**src/rtl/wisc_lane_pkg.sv**
```systemverilog
// wisc_lane_pkg
// Shared definitions for the WISC lane-serial datapath: lane mode encoding,
// lane counts per mode, the serializer state type, and a helper returning
// the index of the final lane for a given mode.
package wisc_lane_pkg;

    localparam logic MODE_BYTE   = 1'b0;
    localparam logic MODE_NIBBLE = 1'b1;

    localparam int unsigned BYTE_LANES   = 32'd2;
    localparam int unsigned NIBBLE_LANES = 32'd4;

    typedef enum logic {
        IDLE = 1'b0,
        SEND = 1'b1
    } state_e;

    // Index of the final lane of a word in the given mode.
    function automatic logic [1:0] last_lane(input logic mode);
        logic [1:0] idx;
        if (mode == MODE_NIBBLE) begin
            idx = 2'(NIBBLE_LANES - 32'd1);
        end else begin
            idx = 2'(BYTE_LANES - 32'd1);
        end
        return idx;
    endfunction

endpackage

```
**src/rtl/lane_sext.sv**
```systemverilog
// lane_sext
// Combinational lane extractor: selects one lane of a 16-bit word and
// sign-extends it to 16 bits. Shared with the reduction datapath.
//   word     : source word
//   mode     : MODE_BYTE (2 x 8-bit lanes) or MODE_NIBBLE (4 x 4-bit lanes)
//   lane     : lane index, 0 = least significant (bit 1 ignored in byte mode)
//   lane_val : selected lane, sign-extended
module lane_sext
    import wisc_lane_pkg::*;
(
    input  logic [15:0] word,
    input  logic        mode,
    input  logic [1:0]  lane,
    output logic [15:0] lane_val
);

    logic [7:0] byte_s;
    logic [3:0] nib_s;

    // Lane select and sign extension for both modes.
    always_comb begin
        byte_s   = 8'h00;
        nib_s    = 4'h0;
        lane_val = 16'h0000;
        if (mode == MODE_NIBBLE) begin
            case (lane)
                2'd0:    nib_s = word[3:0];
                2'd1:    nib_s = word[7:4];
                2'd2:    nib_s = word[11:8];
                2'd3:    nib_s = word[15:12];
                default: nib_s = 4'h0;
            endcase
            lane_val = {{12{nib_s[3]}}, nib_s};
        end else begin
            case (lane[0])
                1'b0:    byte_s = word[7:0];
                1'b1:    byte_s = word[15:8];
                default: byte_s = 8'h00;
            endcase
            lane_val = {{8{byte_s[7]}}, byte_s};
        end
    end

endmodule

```
**src/rtl/byte_lane_serializer.sv**
```systemverilog
// byte_lane_serializer
// Accepts a 16-bit register word over a valid/ready handshake and emits its
// signed lanes one per cycle (LSB lane first), each sign-extended to 16 bits.
// After the last lane it pulses sum_valid with the signed sum of all lanes.
//   clk, rst              : clock, synchronous active-high reset
//   in_valid/in_ready     : word handshake; in_data word, in_mode lane mode
//   out_valid/out_ready   : lane handshake; out_data lane, out_lane index,
//                           out_last marks the final lane of the word
//   sum_valid/sum_data    : one-cycle pulse with the completed word's lane sum
//   busy                  : a word is being held
module byte_lane_serializer
    import wisc_lane_pkg::*;
#(
    parameter int WORD_W = 16
) (
    input  logic              clk,
    input  logic              rst,
    input  logic              in_valid,
    output logic              in_ready,
    input  logic [WORD_W-1:0] in_data,
    input  logic              in_mode,
    output logic              out_valid,
    input  logic              out_ready,
    output logic [WORD_W-1:0] out_data,
    output logic [1:0]        out_lane,
    output logic              out_last,
    output logic              sum_valid,
    output logic [WORD_W-1:0] sum_data,
    output logic              busy
);

    state_e            state_r;
    state_e            state_next_s;
    logic [WORD_W-1:0] word_r;
    logic              mode_r;
    logic [1:0]        lane_r;
    logic [WORD_W-1:0] out_data_r;
    logic              out_last_r;
    logic [WORD_W-1:0] acc_r;
    logic              sum_valid_r;
    logic [WORD_W-1:0] sum_data_r;

    logic              in_ready_s;
    logic              accept_s;
    logic              lane_hs_s;
    logic              last_hs_s;
    logic [WORD_W-1:0] sel_word_s;
    logic              sel_mode_s;
    logic [1:0]        sel_lane_s;
    logic [WORD_W-1:0] sext_s;

    assign out_valid = (state_r == SEND);
    assign busy      = (state_r == SEND);
    assign out_data  = out_data_r;
    assign out_lane  = lane_r;
    assign out_last  = out_last_r;
    assign sum_valid = sum_valid_r;
    assign sum_data  = sum_data_r;
    assign in_ready  = in_ready_s;

    assign lane_hs_s = out_valid & out_ready;
    assign last_hs_s = lane_hs_s & out_last_r;
    assign accept_s  = in_valid & in_ready_s;

    // Upstream ready: open in IDLE, or in SEND on the final lane handshake so
    // a following word can enter without a bubble.
    always_comb begin
        in_ready_s = 1'b0;
        if (rst) begin
            in_ready_s = 1'b0;
        end else begin
            case (state_r)
                IDLE:    in_ready_s = 1'b1;
                SEND:    in_ready_s = last_hs_s;
                default: in_ready_s = 1'b0;
            endcase
        end
    end

    // The single extractor serves both the newly accepted word (lane 0) and
    // the next lane of the held word.
    always_comb begin
        sel_word_s = word_r;
        sel_mode_s = mode_r;
        sel_lane_s = lane_r + 2'd1;
        if (accept_s) begin
            sel_word_s = in_data;
            sel_mode_s = in_mode;
            sel_lane_s = 2'd0;
        end else begin
            sel_word_s = word_r;
            sel_mode_s = mode_r;
            sel_lane_s = lane_r + 2'd1;
        end
    end

    lane_sext u_lane_sext (
        .word     (sel_word_s),
        .mode     (sel_mode_s),
        .lane     (sel_lane_s),
        .lane_val (sext_s)
    );

    // Next-state logic for the IDLE/SEND controller.
    always_comb begin
        state_next_s = state_r;
        case (state_r)
            IDLE: begin
                if (accept_s) begin
                    state_next_s = SEND;
                end else begin
                    state_next_s = IDLE;
                end
            end
            SEND: begin
                if (last_hs_s && !accept_s) begin
                    state_next_s = IDLE;
                end else begin
                    state_next_s = SEND;
                end
            end
            default: state_next_s = IDLE;
        endcase
    end

    // State register.
    always_ff @(posedge clk) begin
        if (rst) begin
            state_r <= IDLE;
        end else begin
            state_r <= state_next_s;
        end
    end

    // Hold register, lane presentation, accumulator and sum publication.
    always_ff @(posedge clk) begin
        if (rst) begin
            word_r      <= '0;
            mode_r      <= MODE_BYTE;
            lane_r      <= 2'd0;
            out_data_r  <= '0;
            out_last_r  <= 1'b0;
            acc_r       <= '0;
            sum_valid_r <= 1'b0;
            sum_data_r  <= '0;
        end else begin
            // The old word's sum is published even when a new word is
            // accepted on the same edge.
            if (last_hs_s) begin
                sum_valid_r <= 1'b1;
                sum_data_r  <= acc_r + out_data_r;
            end else begin
                sum_valid_r <= 1'b0;
            end

            if (accept_s) begin
                word_r     <= in_data;
                mode_r     <= in_mode;
                lane_r     <= 2'd0;
                out_data_r <= sext_s;
                out_last_r <= 1'b0;
                acc_r      <= '0;
            end else if (last_hs_s) begin
                lane_r     <= 2'd0;
                out_data_r <= '0;
                out_last_r <= 1'b0;
                acc_r      <= '0;
            end else if (lane_hs_s) begin
                lane_r     <= sel_lane_s;
                out_data_r <= sext_s;
                out_last_r <= (sel_lane_s == last_lane(mode_r));
                acc_r      <= acc_r + out_data_r;
            end else begin
                lane_r     <= lane_r;
                out_data_r <= out_data_r;
                out_last_r <= out_last_r;
                acc_r      <= acc_r;
            end
        end
    end

endmodule

```
**config.mk**
```make
export PLATFORM = sky130hd
export DESIGN_NAME = byte_lane_serializer
export DESIGN_NICKNAME = d
export VERILOG_FILES = /design/src/rtl/wisc_lane_pkg.sv /design/src/rtl/lane_sext.sv /design/src/rtl/byte_lane_serializer.sv
export SDC_FILE = /design/constraint.sdc
export NUM_CORES = 1
export LEC_CHECK = 0
export CORE_UTILIZATION = 42
export DETAILED_ROUTE_END_ITERATION = 8
export PLACE_DENSITY_LB_ADDON = 0.12
export SETUP_SLACK_MARGIN = 0.4
export SLEW_MARGIN = 10
export SYNTH_ARGS = -nofsm -noshare
export SYNTH_HDL_FRONTEND = slang
export SYNTH_SLANG_ARGS = --single-unit
```
**constraint.sdc**
```tcl
create_clock -name clk -period 3.77 [get_ports clk]
set_input_delay 0.5655 -clock clk [delete_from_list [all_inputs] [get_ports clk]]
set_output_delay 0.5655 -clock clk [all_outputs]
set_load 0.02 [all_outputs]
```
After elaboration in Yosys (flattened, before gate mapping)
Index checks and enable logic that the tools add are counted.
{"block": "totals", "ramBits": 0, "rom_bits": 0, "inputBits": 21, "regBits": 70, "word_cells": 45, "latchBits": 0, "memories": 0}
{"block": "classes", "div_mod_pow": 0, "n_lt_le_gt_ge": 0, "n_mul": 0, "eq_ne": 4, "n_shift": 0, "reduce_logical": 5, "add_sub_neg": 2, "mux": 20, "bitwise": 5}
{"cell": "$mux 16", "count": 5}
{"cell": "$add 16x16->16", "count": 1}
{"cell": "$pmux 4 s4", "count": 1}
{"cell": "$pmux 8 s2", "count": 1}
{"cell": "$mux 2", "count": 6}
{"cell": "$mux 1", "count": 5}
{"cell": "$eq 2x2->1 const B", "count": 2}
{"cell": "$pmux 1 s2", "count": 2}
{"cell": "$and 1x1->1", "count": 3}
{"cell": "$reduce_bool 3->1", "count": 1}
{"cell": "$reduce_or 3->1", "count": 1}
{"cell": "$add 2x1->2 const B", "count": 1}
{"cell": "$eq 2x1->1 const B", "count": 1}
{"cell": "$eq 2x2->1", "count": 1}
{"cell": "$logic_not 2->1", "count": 1}
{"cell": "$not 1->1", "count": 2}
{"cell": "$logic_and 1x1->1", "count": 1}
{"cell": "$logic_not 1->1", "count": 1}

Depth between registers and ports, before layout
Gate-level depths: netlist (run 1).
{"block": "depth", "depth_word": 12, "depth_mapped": 10}

Cells and area by module
Synthesis (run 1) repeated with hierarchy kept, for this count alone.
{"block": "hier_totals", "hier_cells": 429, "area_unflattened_um2": 3682.3}
{"mod": "byte_lane_serializer", "area_each_um2": 3353.2, "cells_each": 389, "instances": 1}
{"mod": "lane_sext", "area_each_um2": 329.1, "cells_each": 40, "instances": 1}

Worst setup path after synthesis (run 1)
No wires, ideal clock.
{"block": "synth_path", "path_kind": "register to register", "start": "register out_data_r[14] (netlist: out_data[14])", "end": "register sum_data_r[14] (netlist: sum_data[14])", "stages_incl_launch_ff": 10, "required_time_ps": 3684, "n_path_buf": 1, "t_arrival_ps": 2318, "setup_slack_ps": 1367, "path_cell_list": "dfxtp_1 > ha_1 > buf_2 > a21oi_1 > o21ai_0 > a31o_2 > a21oi_1 > a21oi_1 > xnor2_1 > a211oi_1"}
{"block": "synth_between", "elab_chain_cells": 1}
{"item": "start, declared", "line": "byte_lane_serializer.sv:37", "rtl": "logic [WORD_W-1:0] out_data_r;"}
{"item": "start signal, assigned", "line": "byte_lane_serializer.sv:160", "rtl": "out_data_r <= sext_s;"}
{"item": "start signal, assigned", "line": "byte_lane_serializer.sv:170", "rtl": "out_data_r <= sext_s;"}
{"item": "start signal, assigned", "line": "byte_lane_serializer.sv:175", "rtl": "out_data_r <= out_data_r;"}
{"item": "$add 16x16->16", "line": "byte_lane_serializer.sv:151", "rtl": "sum_data_r <= acc_r + out_data_r;"}
{"item": "end signal, assigned", "line": "byte_lane_serializer.sv:151"}
{"item": "end, declared", "line": "byte_lane_serializer.sv:41", "rtl": "logic [WORD_W-1:0] sum_data_r;"}
Every way passes these cells.
A chain may end at the register's enable or synchronous reset.

Worst setup path in the final report (run 1)
{"block": "layout_path", "start": "input port out_ready", "end": "output port in_ready"}
{"block": "layout_between", "elab_chain_cells": 4}
{"item": "start, declared", "line": "byte_lane_serializer.sv:23", "rtl": "input logic out_ready,"}
{"item": "$and 1x1->1", "line": "byte_lane_serializer.sv:61", "rtl": "assign lane_hs_s = out_valid & out_ready;"}
{"item": "$and 1x1->1", "line": "byte_lane_serializer.sv:62", "rtl": "assign last_hs_s = lane_hs_s & out_last_r;"}
{"item": "$pmux 1 s2", "line": "byte_lane_serializer.sv:72", "rtl": "case (state_r)"}
{"item": "$mux 1", "line": "byte_lane_serializer.sv:69", "rtl": "if (rst) begin"}
{"item": "end, declared", "line": "byte_lane_serializer.sv:19", "rtl": "output logic in_ready,"}
Every way passes these cells.

==> impl_metrics.yaml, run 1 <==
cells_and_area:
  areaGrowthSynthToFinish_pct: 23.3
  drive_above_1_share_pct: 6.88
  num_antenna_cells: 0
  fin_nets: 498
  stdcell_count: 567
yosys:
  synth_compound_area_share_pct: 22.7
  netlist.area_leader.share_pct: 37.1
  synth_warnings: 0
  synth_edf_count: 0
  synth_xor_area_share_pct: 3.67
  synth_fa_ha_area_share_pct: 6.21
  synth_commonest_cells: "nand2_1 (92), dfxtp_1 (62), a21oi_1 (52), nor2_1 (25), ha_1 (15)"
  synth_top_family_by_area: "compound AO/OA/AOI/OAI gates"
  syn-num-nets: 453
  syn_inst: 416
  async_reset_ff_share_pct: 0
  ys.flop_type: "dfxtp_1"
  synth_simple_gate_area_share_pct: 19.2
  yosysUniqueCellTypes: 53
  yosys-top-cells-area: "dfxtp_1 (37%), nand2_1 (10%), a21oi_1 (7.8%), ha_1 (5.6%), nor2_1 (2.8%)"
  postSynthAreaPerCell_sq_um: 8.04
  yosysSeqAreaShare_pct: 37.1
  post-synth-top-area-cell: "dfxtp_1"
  synth.most_common_cell: "nand2_1"
  synth-seq-cells: 62
  synth_area_sq_um: 3340
  muxShareOfSynthArea_pct: 4.45
worst_setup_path:
  slowest_delay_ns: 0.61
  crit_fanout: 4
  worstSetupPathType: "primary input to output pin"
  crit_path_start_kind: "primary input"
  worstSetupStartpoint: "out_ready"
  crit_arrival_ns: 2.06
  cp_common_cell: "clkdlybuf4s50_1"
  end_kind: "output pin"
  worst-path-buf-inv: 2
  rr_startpoint: "out_data[14]$_SDFFE_PP0P_"
  crit_path_cell_trace: "clkdlybuf4s50_1, and2_1, nand2_1, a21oi_1, clkdlybuf4s50_1"
  slowest_stage: "clkdlybuf4s50_1"
  cp_data_required_time_ns: 3.20
  path_delay_family: "buffers and inverters"
cts:
  cts.path.max_buffers: 2
  clkLatencyLatePin_ns: 0.34
  htreeDepth: 3
  cts-root-buf: "clkbuf_8"
  cts_sinks: 62
  cts-resized-gates: 0
  cts_post_setup_buffers_inserted: 0
  clk_pin_slew_ns: 0.07
  cts_buffers: 9
  tritoncts: "built"
  cts_hold_buf: 0
floorplanning:
  initial_utilization_pct: 43.3
  core_sq_um: 7730
  rows: 32
  dieArea_sq_um: 8320
  die_w_um: 91.2
  fp.dieH_um: 91.2
  ios: 60
job:
  cap_violations: 0
sta:
  hold_violations: 0
  fin_tns_setup_ns: 0
  setup_viol: 0
  period_needed_ns: 2.63
  worstMarginPinSlew_ns: 0.829
  slew_headroom_pct: 44.7
  fmax_mhz: 380
  finalCritPeriodShare_pct: 69.8
  slew_viol_final: 0
  grt_setup_unrepaired: "false"
  skew_ns: 0.00909
place:
  port_buffers: 59
  place.gp.congestion: 0.798
  placedCellCount: 552
  place_hpwl_um: 6080
route:
  wl_per_cell_um: 14.9
  via_per_inst: 5.41
  drc: 0
  firstDrtPassIters: 4
  vias: 3065
  drtIter0Drc: 73
  ant_nets: 0
  wl_um: 8470
power:
  ir_drop_mv: 0.220
  power_density_nw_per_um2: 372
  switchingPower_uw: 425
  switching_share_pct: 27.7
  internal-power_mw: 1.11
  clockPowerShare_pct: 37.1
  power_frac_comb_pct: 16.9
  leakage_nw: 1.57
  power_frac_seq_pct: 46.0
global_routing:
  track_usage_pct: 20.9
  grt_pass1_wl_um: 13500
  grt_overflow: 0
  grt_antenna_before_repair: 0
  first_global_vias: 2799
  grt_max_degree: 44
min_path:
  hp-start: "sum_data[7]$_SDFFE_PP0P_"
  holdCritPathClass: "flop to flop"
run_status:
  status: "finished, final reports clean"
## cells by family after synthesis
family | after synthesis
flops | 62
buf+inv | 43
compound gates | 118
simple gates | 151
xor+xnor | 14
fa+ha+maj | 16
mux | 12
## layout by cell type, fill, tap and decap left out, drive strengths merged, types with 2 or more instances in the layout
cell,instances
nor3,5
o21a,6
clkbuf,11
nand3,10
clkdlybuf4s50,59
a21o,6
a211oi,5
buf,7
clkinv,2
nand2b,3
a211o,4
xnor2,10
a22o,5
o22a,3
a31oi,3
mux2,3
inv,11
o21ai,17
dfxtp,62
nand3b,2
nor2b,2
xor2,4
ha,15
mux2i,8
nand2,92
nor4,5
o211ai,3
a21oi,54
nor2,25
and3,2
o221ai,3
o31ai,2
## per-stage QoR
stage	setup slack, ns	power, mW	utilization [%]	area (sq um)	hold slack (ns)
6_report	1.14	1.54	53.4	4120	0.456
5_1_grt	0.997	1.60	53.4	4120	0.473
4_1_cts	1.12	1.55	53.4	4120	0.459
3_5_place_dp	0.866	0.980	50.9	3940	0.450
3_3_place_gp	0.982	0.978	50.9	3940	0.446
2_1_floorplan	1.37	0.887	-	3340	0.436
## final timing paths
kind	endpoint	slack, ns	depth (start not counted)
max	in_ready	1.14	5
min	sum_data[7]$_SDFFE_PP0P_	0.46	2
max reg2reg	sum_data[14]$_SDFFE_PP0P_	1.19	8
min reg2reg	sum_data[7]$_SDFFE_PP0P_	0.46	2
## layout make-up
type / instances / area [sq um]
clock buffers: 11 / 141
clock inverters: 4 / 47.5
fillers: 761 / 3600
inverters: 11 / 41.3
multi-input cells: 311 / 1880
flip-flops and latches: 62 / 1240
well taps: 102 / 128
repair buffers: 66 / 643
## per-layer routing
layer | routed length, um | share of wire [%] | global-route usage [%] | up-vias
met5 | 0 | 0 | 0 | -
met4 | 153 | 1.8 | 7.54 | 0
met3 | 348 | 4.1 | 5.44 | 13
met2 | 4400 | 52 | 38.2 | 74
met1 | 3570 | 42 | 23.1 | 1444
li1 | - | - | - | 1534
## flip-flops by register name, summed over array words and instances (netlist names)
register,flops
out_last,1
sum_data,16
acc_r,16
sum_valid,1
mode_r,1
busy,1
word_r,16
out_data,8
out_lane,2
## tightest hold or removal path, cell delays in order, from the launching register on
cell     delay (ns)
dfxtp_1        0.31
nand2_1        0.05
a21oi_1        0.05
## power by group through the flow
stage | logic (mW) | clock network (mW) | registers, mW
2_1_floorplan | 0.166 | 0 | 0.721
3_3_place_gp | 0.257 | 0 | 0.721
3_5_place_dp | 0.260 | 0 | 0.721
4_1_cts | 0.261 | 0.585 | 0.706
5_1_grt | 0.283 | 0.607 | 0.709
6_report | 0.260 | 0.569 | 0.706
Note: power is estimated with default switching activity, not from simulation.
==> run 2: changes to the inputs <==
- clock period: 3.77 -> 2.75 ns (I/O delays scaled with it)
==> impl_metrics.yaml, run 2 (synthesis gave the netlist of run 1 again) <==
cells_and_area:
  final_cell_mix: "nand2_1 (92), dfxtp_1 (58), clkdlybuf4s50_1 (58), a21oi_1 (49), nor2_1 (25)"
  fin_nets: 507
  final_area_sq_um: 4240
  areaGrowthSynthToFinish_pct: 26.9
  drive_above_1_share_pct: 12.0
  num_antenna_cells: 0
  mostFrequentLayoutCell: "nand2_1"
route:
  vias: 3067
  via_per_inst: 5.32
  drtIter0Drc: 79
  firstDrtPassIters: 4
  ant_nets: 0
  wl_per_cell_um: 14.9
  wl_um: 8570
  drc: 0
worst_setup_path:
  worst-path-buf-inv: 1
  crit_path_cell_trace: "clkdlybuf4s50_1"
  path_delay_family: "flip-flops"
  worstSetupPathType: "flop to output pin"
  slowest_delay_ns: 0.72
  crit_fanout: 15
  end_kind: "output pin"
  crit_path_start_kind: "flop"
  slowest_stage: "dfxtp_1"
  cp_data_required_time_ns: 2.34
  crit_arrival_ns: 1.80
cts:
  cts_buffers: 9
  cts_hold_buf: 0
  htreeDepth: 3
  tritoncts: "built"
  cts.path.max_buffers: 2
  cts_sinks: 62
  clk_pin_slew_ns: 0.07
  cts_post_setup_buffers_inserted: 0
  cts-root-buf: "clkbuf_8"
  clkLatencyLatePin_ns: 0.35
power:
  ir_drop_mv: 0.287
  leakage_nw: 1.62
  power_density_nw_per_um2: 482
sta:
  slew_headroom_pct: 47.7
  period_needed_ns: 2.21
  grt_setup_unrepaired: "false"
  slew_viol_final: 0
  hold_violations: 0
  skew_ns: 0.00781
  worstMarginPinSlew_ns: 0.782
  fin_tns_setup_ns: 0
  fmax_mhz: 452
  finalCritPeriodShare_pct: 80.4
  setup_viol: 0
global_routing:
  grt_overflow: 0
  first_global_vias: 2993
  grt_max_degree: 30
  grt_pass1_wl_um: 14400
  grt_antenna_before_repair: 0
  track_usage_pct: 22.1
run_status:
  status: "finished, final reports clean"
floorplanning:
  fp.dieH_um: 91.2
  die_w_um: 91.2
  dieArea_sq_um: 8320
  rows: 32
  initial_utilization_pct: 43.3
  ios: 60
  core_sq_um: 7730
place:
  place_hpwl_um: 6200
  port_buffers: 59
  place_area_sq_um: 4000
  place.gp.congestion: 0.862
min_path:
  holdCritPathClass: "flop to flop"
job:
  cap_violations: 0
## run 2: power breakdown
| part | internal (mW) | total (mW) | leakage [nW] | switching [mW] |
|---|---|---|---|---|
| Combinational | 0.170 | 0.374 | 1.03 | 0.204 |
| Clock | 0.347 | 0.704 | 0.0861 | 0.357 |
| Sequential | 0.929 | 0.966 | 0.505 | 0.0371 |
| Total | 1.45 | 2.04 | 1.62 | 0.598 |
## run 2: worst register-to-register path, delay by kind of cell (launching register included)
kind | cells | cell delay, ns
AO/OA/AOI/OAI | 6 | 1.34
flip-flops | 1 | 0.35
adder cells (fa/ha/maj) | 1 | 0.32
AND/OR/NAND/NOR | 1 | 0.07
## run 2: stage by stage
step	std cells	util, %	power, mW	worst slack (ns)	hold slack [ns]
after global routing	577	54.9	2.14	0.406	0.477
after global placement	561	51.8	1.35	0.260	0.444
final	577	54.9	2.04	0.538	0.452
after detailed placement	561	51.8	1.35	0.247	0.445
after CTS	577	54.2	2.05	0.414	0.455
after floorplan	416	-	1.22	0.513	0.436
## run 2: area by class of cell
cell class	count	area, sq um
inverters	11	41.3
clock inverters	4	22.5
clock buffers	12	145
fillers	756	3480
repair buffers	75	713
multi-input cells	311	1940
well taps	102	128
flip-flops and latches	62	1250
## run 2: final timing paths
kind,end,slack [ns],start,depth (start not counted)
worst max-delay path,out_lane[0],0.54,out_lane[0]$_SDFFE_PP0N_,1
worst max register to register,sum_data[9]$_SDFFE_PP0P_,0.55,out_data[1]$_SDFFE_PP0P_,8
worst min-delay path,sum_data[11]$_SDFFE_PP0P_,0.45,sum_data[11]$_SDFFE_PP0P_,2
worst min register to register,sum_data[11]$_SDFFE_PP0P_,0.45,sum_data[11]$_SDFFE_PP0P_,2
## run 2: repair_timing
action                                  in CTS  in global routing
hold endpoints to repair                     0                  0
pin swaps                                    1                  6
cloned                                       0                  0
gates resized for setup                      3                 15
endpoints found under the setup margin       5                 10
## run 2: per-layer routing
layer,vias up,GRT usage [%],share of wire [%]
met5,-,0,0
met4,0,8.99,2.0
met3,16,4.94,3.5
met2,68,39.3,51
met1,1435,25.6,44
li1,1548,-,-
==> run 3: changes to the inputs <==
- clock period: 2.75 -> 2.01 ns (I/O delays scaled with it)
==> impl_metrics.yaml, run 3 (synthesis gave the netlist of run 1 again) <==
sta:
  slew_headroom_pct: 69.9
  hold_violations: 0
  skew_ns: 0.00899
  grt_setup_unrepaired: "true"
  period_needed_ns: 2.04
  fin_tns_setup_ns: -0.0908
  worstMarginPinSlew_ns: 0.446
  finalCritPeriodShare_pct: 101
  fmax_mhz: 490
  holdWs_ns: 0.443
  setup_viol: 5
  finalWorstSetupSlack_ns: -0.0296
  slew_viol_final: 0
place:
  place_area_sq_um: 4440
  port_buffers: 59
  placedCellCount: 593
  dp_slack_ns: -0.165
  place.gp.congestion: 0.866
  place_hpwl_um: 6500
cts:
  clk_pin_slew_ns: 0.07
  clkLatencyLatePin_ns: 0.34
  cts.path.max_buffers: 2
  cts-root-buf: "clkbuf_8"
  htreeDepth: 3
  cts_buffers: 9
  cts_hold_buf: 0
  tritoncts: "built"
  cts_sinks: 62
min_path:
  hold_path_depth: 3
  hp-start: "rst"
  holdCritPathClass: "primary input to flop"
  holdPathEnd: "busy$_SDFF_PP0_"
cells_and_area:
  fill_cells: 601
  final_area_sq_um: 5240
  regArea_sq_um: 1280
  fin_nets: 566
  drive_above_1_share_pct: 34.5
  multi_input_area_sq_um: 2340
  mostFrequentLayoutCell: "nand2_1"
  final_cell_mix: "nand2_1 (88), buf_4 (62), dfxtp_1 (49), a21oi_1 (38), nor2_1 (23)"
  areaGrowthSynthToFinish_pct: 56.6
  num_antenna_cells: 0
  stdcell_count: 636
  finish.utilization_pct: 67.8
floorplanning:
  dieArea_sq_um: 8320
  die_w_um: 91.2
  fp.dieH_um: 91.2
  ios: 60
  rows: 32
  initial_utilization_pct: 43.3
  core_sq_um: 7730
route:
  via_per_inst: 5.37
  wl_met1_um: 4530
  vias: 3416
  wl_per_cell_um: 15.6
  ant_nets: 0
  wl_met3_um: 466
  drtIter0Drc: 189
  dr.max_layer_used: "met4"
  wl_met2_um: 4760
  wl_um: 9940
  firstDrtPassIters: 4
  drc: 0
worst_setup_path:
  reg2reg_depth: 10
  slowest_stage: "dfxtp_1"
  end_kind: "flop"
  cp_common_cell: "buf_4"
  crit_cells: 10
  crit_fanout: 3
  crit_path_cell_trace: "buf_4, ha_4, a211oi_4, o21ai_2, a31oi_4, o21bai_1, a21oi_2, buf_4, and4_1, a311o_1"
  path_delay_family: "compound AO/OA/AOI/OAI gates"
  rr_startpoint: "acc_r[1]$_SDFFE_PP0N_"
  crit_arrival_ns: 2.27
  slowest_delay_ns: 0.31
  cp_data_required_time_ns: 2.24
  reg2reg_slack_ns: -0.03
  r2r_end: "sum_data[9]$_SDFFE_PP0P_"
  worstSetupPathType: "flop to flop"
  worst-path-buf-inv: 2
  crit_path_start_kind: "flop"
global_routing:
  grt_antenna_before_repair: 0
  first_global_vias: 3247
  grt_max_degree: 29
  grt_overflow: 0
  grt_pass1_wl_um: 15700
  track_usage_pct: 23.9
power:
  leakage_nw: 2.32
  power_mw: 3.33
  ir_drop_mv: 0.392
  power_density_nw_per_um2: 635
job:
  cap_violations: 0
run_status:
  violations: "negative setup slack"
  status: "finished, violations left"
==> run 3: worst max-delay path by stage <==
stage,startpoint,end,slack (ns)
2_1_floorplan,out_data[14]$_SDFFE_PP0P_,sum_data[14]$_SDFFE_PP0P_,-0.009
3_3_place_gp,acc_r[0]$_SDFFE_PP0N_,sum_data[14]$_SDFFE_PP0P_,-0.12
3_5_place_dp,acc_r[0]$_SDFFE_PP0N_,acc_r[12]$_SDFFE_PP0N_,-0.17
4_1_cts,out_data[0]$_SDFFE_PP0P_,sum_data[14]$_SDFFE_PP0P_,-0.06
5_1_grt,out_data[0]$_SDFFE_PP0P_,sum_data[12]$_SDFFE_PP0P_,-0.16
6_report,acc_r[1]$_SDFFE_PP0N_,sum_data[9]$_SDFFE_PP0P_,-0.03
==> run 3: per-layer routing <==
metal  GRT usage (%)  vias up
met2            39.9       96
met4            9.39        0
met1            30.6     1625
li1                -     1679
met5               0        -
met3            4.02       16
==> run 3: worst reg2reg max path: stages (launching register included) <==
cell	delay [ns]
dfxtp_1	0.31
buf_4	0.14
ha_4	0.28
a211oi_4	0.06
o21ai_2	0.21
a31oi_4	0.13
o21bai_1	0.18
a21oi_2	0.08
buf_4	0.14
and4_1	0.14
a311o_1	0.26
==> run 3: layout make-up <==
cell class                      instances  area share, %
Timing Repair Buffer                  134           23.3
Inverter                               11          0.789
Multi-Input combinational cell        311           44.6
Clock inverter                          3           1.24
Clock buffer                           13           3.23
Tap cell                              102           2.44
Sequential cell                        62           24.4
==> run 3: repair_timing <==
action	in CTS	in global routing
buffers inserted	12	13
gates cloned	0	2
pin swaps	35	25
gates resized for setup	75	56
setup endpoints to repair	63	56
==> run 3: power breakdown <==
group / internal, mW / switching, mW / leakage, nW
clock: 0.799 / 0.504 / 0.120
combinational: 0.355 / 0.352 / 1.69
sequential: 1.27 / 0.0496 / 0.511
==> edit 1: new RTL, settings of run 1 <==
Register the input `in_mode` before use. The logic sees it one clock later. The other inputs are not delayed to match.
--- a/src/rtl/byte_lane_serializer.sv
+++ b/src/rtl/byte_lane_serializer.sv
@@ -28,6 +28,12 @@
     output logic [WORD_W-1:0] sum_data,
     output logic              busy
 );
+
+    logic in_mode_q;
+
+    always_ff @(posedge clk) begin
+        in_mode_q <= in_mode;
+    end
 
     state_e            state_r;
     state_e            state_next_s;
@@ -85,7 +91,7 @@
         sel_lane_s = lane_r + 2'd1;
         if (accept_s) begin
             sel_word_s = in_data;
-            sel_mode_s = in_mode;
+            sel_mode_s = in_mode_q;
             sel_lane_s = 2'd0;
         end else begin
             sel_word_s = word_r;
@@ -155,7 +161,7 @@
 
             if (accept_s) begin
                 word_r     <= in_data;
-                mode_r     <= in_mode;
+                mode_r     <= in_mode_q;
                 lane_r     <= 2'd0;
                 out_data_r <= sext_s;
                 out_last_r <= 1'b0;
Function: changed (a bounded check fails within 4 cycles, from zero or initial values and one cycle with rst high).
==> edit 1 against run 1 <==
- sequential cell count rose by 1
- maximum frequency fell by 3.7%
- combinational power shrank 2%
- total power fell by 4.6%
- area after synthesis up 0.60%
- routed wire length shrank 3.6%
- worst setup slack worse by 0.10 ns
- register-to-register slack worse by 0.15 ns
- final cell count grew 0.18%
- cell area shrank 0.46%
- utilization is 0.24 points lower
- count of clock-buffer cells in the layout increased by 1
- die area up 0.58%
- critical endpoint is now sum_data[14]
- largest cell class unchanged
- largest power group unchanged
- highest routed layer unchanged
==> edit 1: results (changes against run 1) <==
Parameter                              Value

Synthesis
  Cell types occupying the most area after synthesis ... dfxtp_1, nand2_1, a21oi_1
  Mean instance size in the synthesized netlist ... 8.07 µm² (+0.36%)
  Net count after synthesis ... 454 (+0.22%)
  Adder-cell share of the synthesized area ... 0.0617 (-0.000370)
  Xor/xnor share of the synthesized area ... 0.0364 (-0.000218)
  Commonest cells post-synth ... nand2_1, dfxtp_1, a21oi_1, nor2_1, ha_1
  Fraction of the yosys area taken by sequential cells ... 0.375 (+0.00374)
  Fraction of synthesized area in multiplexers ... 0.0443 (-0.000265)
  Synthesized-area fraction occupied by ao, oa, aoi and oai cells ... 0.226 (-0.00135)

Critical path
  Critical Path Source ... out_data[14]
  Top fanout value on the critical path ... 22 (+18)
  Worst setup EP type ... register
  Worst endpoint data arrival time ... 2.93 ns (+0.87 ns)
  Largest delay contributor family on the critical path ... compound AO/OA/AOI/OAI gates
  Slowest stage cell on the critical path ... dfxtp_1
  Largest stage delay on the critical path ... 0.84 ns (+0.23 ns)

Placement
  HPWL reported at the end of detailed placement ... 5970 µm (-1.8%)
  Placement-stage worst setup slack ... 1.01 ns (+0.141 ns)
  RD Place Congestion ... 0.809 (+1.4%)
  Instance area after placement ... 3950 µm² (+0.32%)

STA
  Final-layout worst hold slack ... 0.455 ns (-0.00109 ns)
  Clock Skews ... 0.00865 ns (-0.000444 ns)
  Slew HR ... 0.452 (+0.00483)
  Max Clk Rate ... 366 MHz (-3.7%)

Drt
  Metal2 WL ... 4260 µm (-3.2%)
  Initial DRC Count ... 97 (+33%)
  Drt total wl ... 8170 µm (-3.6%)
  Routed wire per std cell ... 14.4 µm (-3.8%)
  Routed metal-1 wire length ... 3520 µm (-1.3%)
  Via count normalized by instance count ... 5.30 (-1.9%)
  Met3 routed WL ... 262 µm (-25%)

CTS
  Number of buffers inserted by hold repair at cts ... 0 (unchanged)
  Level count of the clock H-tree ... 3 (unchanged)

GRT
  First-pass GRT wire length ... 13500 µm (+0.15%)
  Vias in the first global route ... 2805 (+0.21%)
  Met2 usage ... 0.376 (-0.00600)
  Met3 capacity usage during global routing ... 0.0402 (-0.0142)
  Overall global routing resource usage ... 0.206 (-0.00222)

Finish
  Fraction of final layout cells with drive strength greater than 1 ... 0.0644 (-0.00444)
  Antenna cells ... 0 (unchanged)
  Fillers ... 760 (-0.13%)

Hold path
  Min-delay src ... acc_r[12]
  Sink of the worst hold path ... acc_r[12]

Power
  Static leakage power ... 1.56 nW (-0.71%)
  Worst ir drop on vdd ... 0.197 mV (-11%)

Run status
  Result of the run ... complete, no violations
## edit 1: cell types whose count changed in the layout (fill, tap and decap cells not counted), sizes merged
cell,before,now
bufinv,1,0
buf,7,6
clkinv,2,3
dfxtp,62,63
clkbuf,11,12
## edit 1: cell type report
class / instances / area, µm² / share of cell area
repair buffers: 65 / 636 / 0.155
flip-flops and latches: 63 / 1260 / 0.307
inverters: 11 / 41.3 / 0.0101
clock buffers: 12 / 135 / 0.0329
well taps: 102 / 128 / 0.0311
multi-input cells: 311 / 1880 / 0.458
clock inverters: 4 / 22.5 / 0.00549
## edit 1: power by group
part / switching [W] / leakage (nW) / internal [W]
Combinational: 0.000141 / 0.965 / 0.000114
Clock: 0.000256 / 0.0801 / 0.000236
Sequential: 0.0000300 / 0.511 / 0.000688
## edit 1: logic make-up after synthesis
family                     Yosys count
muxes                               12
xor gates and xnor gates            14
buffers and inverters               43
DFF                                 63
and+or+nand+nor                    151
AOI/OAI and AO/OA                  118
adders and majority gates           16
==> edit 2: new RTL, settings of run 1 <==
Made on the original files. Make the reset (`rst`) asynchronous in 2 clocked blocks. Comments in the files are not updated.
--- a/src/rtl/byte_lane_serializer.sv
+++ b/src/rtl/byte_lane_serializer.sv
@@ -124,7 +124,7 @@
     end
 
     // State register.
-    always_ff @(posedge clk) begin
+    always_ff @(posedge clk or posedge rst) begin
         if (rst) begin
             state_r <= IDLE;
         end else begin
@@ -133,7 +133,7 @@
     end
 
     // Hold register, lane presentation, accumulator and sum publication.
-    always_ff @(posedge clk) begin
+    always_ff @(posedge clk or posedge rst) begin
         if (rst) begin
             word_r      <= '0;
             mode_r      <= MODE_BYTE;
Behaviour: differs if rst is asserted again (counterexample within 4 cycles, from zero or initial values and one cycle with rst high); with rst held inactive, the same outputs for 4 cycles.
==> edit 2 against run 1 <==
- cell area is 7.1% higher
- worst setup slack better by 0.024 ns
- highest routed layer unchanged
- utilization is 0.12 points higher
- sequential cell count stayed put
- routed wire length is 1.6% lower
- critical endpoint is now sum_data[14]
- non-clock buffer count is 2 lower
- area after synthesis is 7.5% higher
- critical path type is now reg2reg
Power is not compared: it rests on default switching activity, and its combinational part moved more than twofold at a synthesized area within 25%.
==> edit 2: results (changes against run 1) <==
Parameter                              Value

Critical path
  Worst reg2reg setup slack ... 1.16 ns (-0.03 ns)
  Worst endpoint data arrival time ... 2.85 ns (+0.79 ns)
  Critical Setup Path Class ... reg2reg
  Top fanout value on the critical path ... 22 (+18)
  Slowest stage cell on the critical path ... dfrtp_1
  Critical Path Source ... out_data[14]
  Largest stage delay on the critical path ... 0.85 ns (+0.24 ns)
  Reg2Reg Capture Point ... sum_data[14]
  Largest delay contributor family on the critical path ... compound AO/OA/AOI/OAI gates
  Depth of the worst register-to-register path ... 7 (-1)

Synthesis
  Fraction of the yosys area taken by sequential cells ... 0.432 (+0.0605)
  Commonest cells post-synth ... nand2_1, dfrtp_1, o21ai_1, nor2_1, a21oi_1
  Yosys Warn Count ... 0 (unchanged)
  FFs w/ async S/R, synth ... 1.00 (+1.00)
  Net count after synthesis ... 436 (-3.8%)
  Mapped Cells ... 399 (-4.1%)
  Dominant register cell in the synthesized netlist ... dfrtp_1
  Unique cell type count in the Yosys netlist ... 57 (+7.5%)
  Cell types occupying the most area after synthesis ... dfrtp_1, nand2_1, ha_1

Finish
  Fillers ... 775 (+1.8%)
  Post-layout net count ... 482 (-3.2%)
  Layout Cells excl Fill ... 554 (-2.3%)
  Antenna cells ... 0 (unchanged)
  Fraction of final layout cells with drive strength greater than 1 ... 0.0713 (+0.00245)

CTS
  Clk buf depth ... 2 (unchanged)
  Clock transition at the registers of the reported paths ... 0.07 ns (about the same)
  Number of setup buffers added after CTS ... 0 (unchanged)
  Level count of the clock H-tree ... 3 (unchanged)
  CTS resizes ... 0 (unchanged)

Power
  Static leakage power ... 1.99 nW

Drt
  Routed wire per std cell ... 15.0 µm (+0.69%)
  Drt pass-1 iters ... 4 (unchanged)
  Via count normalized by instance count ... 5.33 (-1.5%)
  Initial DRC Count ... 161 (+120%)

Run status
  Result of the run ... complete, no violations

GRT
  First-pass GRT wire length ... 14200 µm (+5.2%)
  Overall global routing resource usage ... 0.210 (+0.00185)
  Maximum number of pins on one net before global-route repair ... 34 (-23%)
  Vias in the first global route ... 2908 (+3.9%)

Hold path
  Hold Path Depth ... 2 (unchanged)
  Min-delay src ... word_r[1]
  Sink of the worst hold path ... word_r[1]
  Hold Path Class ... reg2reg

Placement
  RD Place Congestion ... 0.897 (+12%)
  HPWL reported at the end of detailed placement ... 5930 µm (-2.5%)
  # placed instances ... 539 (-2.4%)
  Port-buffer cells ... 59 (unchanged)
  Instance area after placement ... 4190 µm² (+6.6%)

STA
  Clock Skews ... 0.00967 ns (+0.000575 ns)
  Tightest Pin Transition ... 0.878 ns (+0.0493 ns)
==> edit 2: logic make-up (layout without fill, tap and decap cells) <==
group,count (synthesis),in the layout,share of synthesized area
AND/OR/NAND/NOR,153,153,0.190
AO/OA/AOI/OAI,109,109,0.201
flip-flops,62,62,0.432
buffers and inverters,36,86,0.0519
adder cells (fa/ha/maj),16,16,0.0578
XOR/XNOR,12,12,0.0331
multiplexers,11,11,0.0345
==> edit 2: cell type report <==
class                      instances  area, µm²  area share
clock buffer                      12        155      0.0351
clock inverter                     3       67.6      0.0153
inverter                           7       26.3     0.00595
multi-input combinational        301       1860       0.420
sequential                        62       1550       0.351
tap                              105        131      0.0297
timing repair buffer              64        628       0.142
==> edit 2: through the flow <==
step           utilization  worst slack, ns  hold WS, ns  power, W
2_1_floorplan            -             1.42        0.440   0.00267
4_1_cts              0.535             1.17        0.478   0.00399
3_5_place_dp         0.508             1.06        0.461   0.00331
5_1_grt              0.535            0.962        0.490   0.00429
3_3_place_gp         0.508             1.10        0.454   0.00328
6_report             0.535             1.16        0.475   0.00396
==> edit 2: per-layer routing <==
metal  global-route usage  wire length (µm)  share of wire  vias up
met5                    0                 0              0        -
met4               0.0657               102          0.012        0
met3               0.0491               343          0.041       11
met2                0.327              3760           0.45       69
met1                0.291              4130           0.50     1386
li1                     -                 -              -     1485
==> edit 2: tightest hold or removal path, delay by kind of cell (launching register included) <==
family	cells	cell delay, ns
and+or+nand+nor	2	0.12
DFF	1	0.32
==> edit 2: power groups by stage <==
stage                     combinational, W  clock, W  sequential [W]
after floorplan                    0.00136         0         0.00131
after global placement             0.00203         0         0.00124
after detailed placement           0.00206         0         0.00125
after CTS                          0.00207  0.000683         0.00124
after global routing               0.00230  0.000711         0.00128
final                              0.00206  0.000666         0.00124
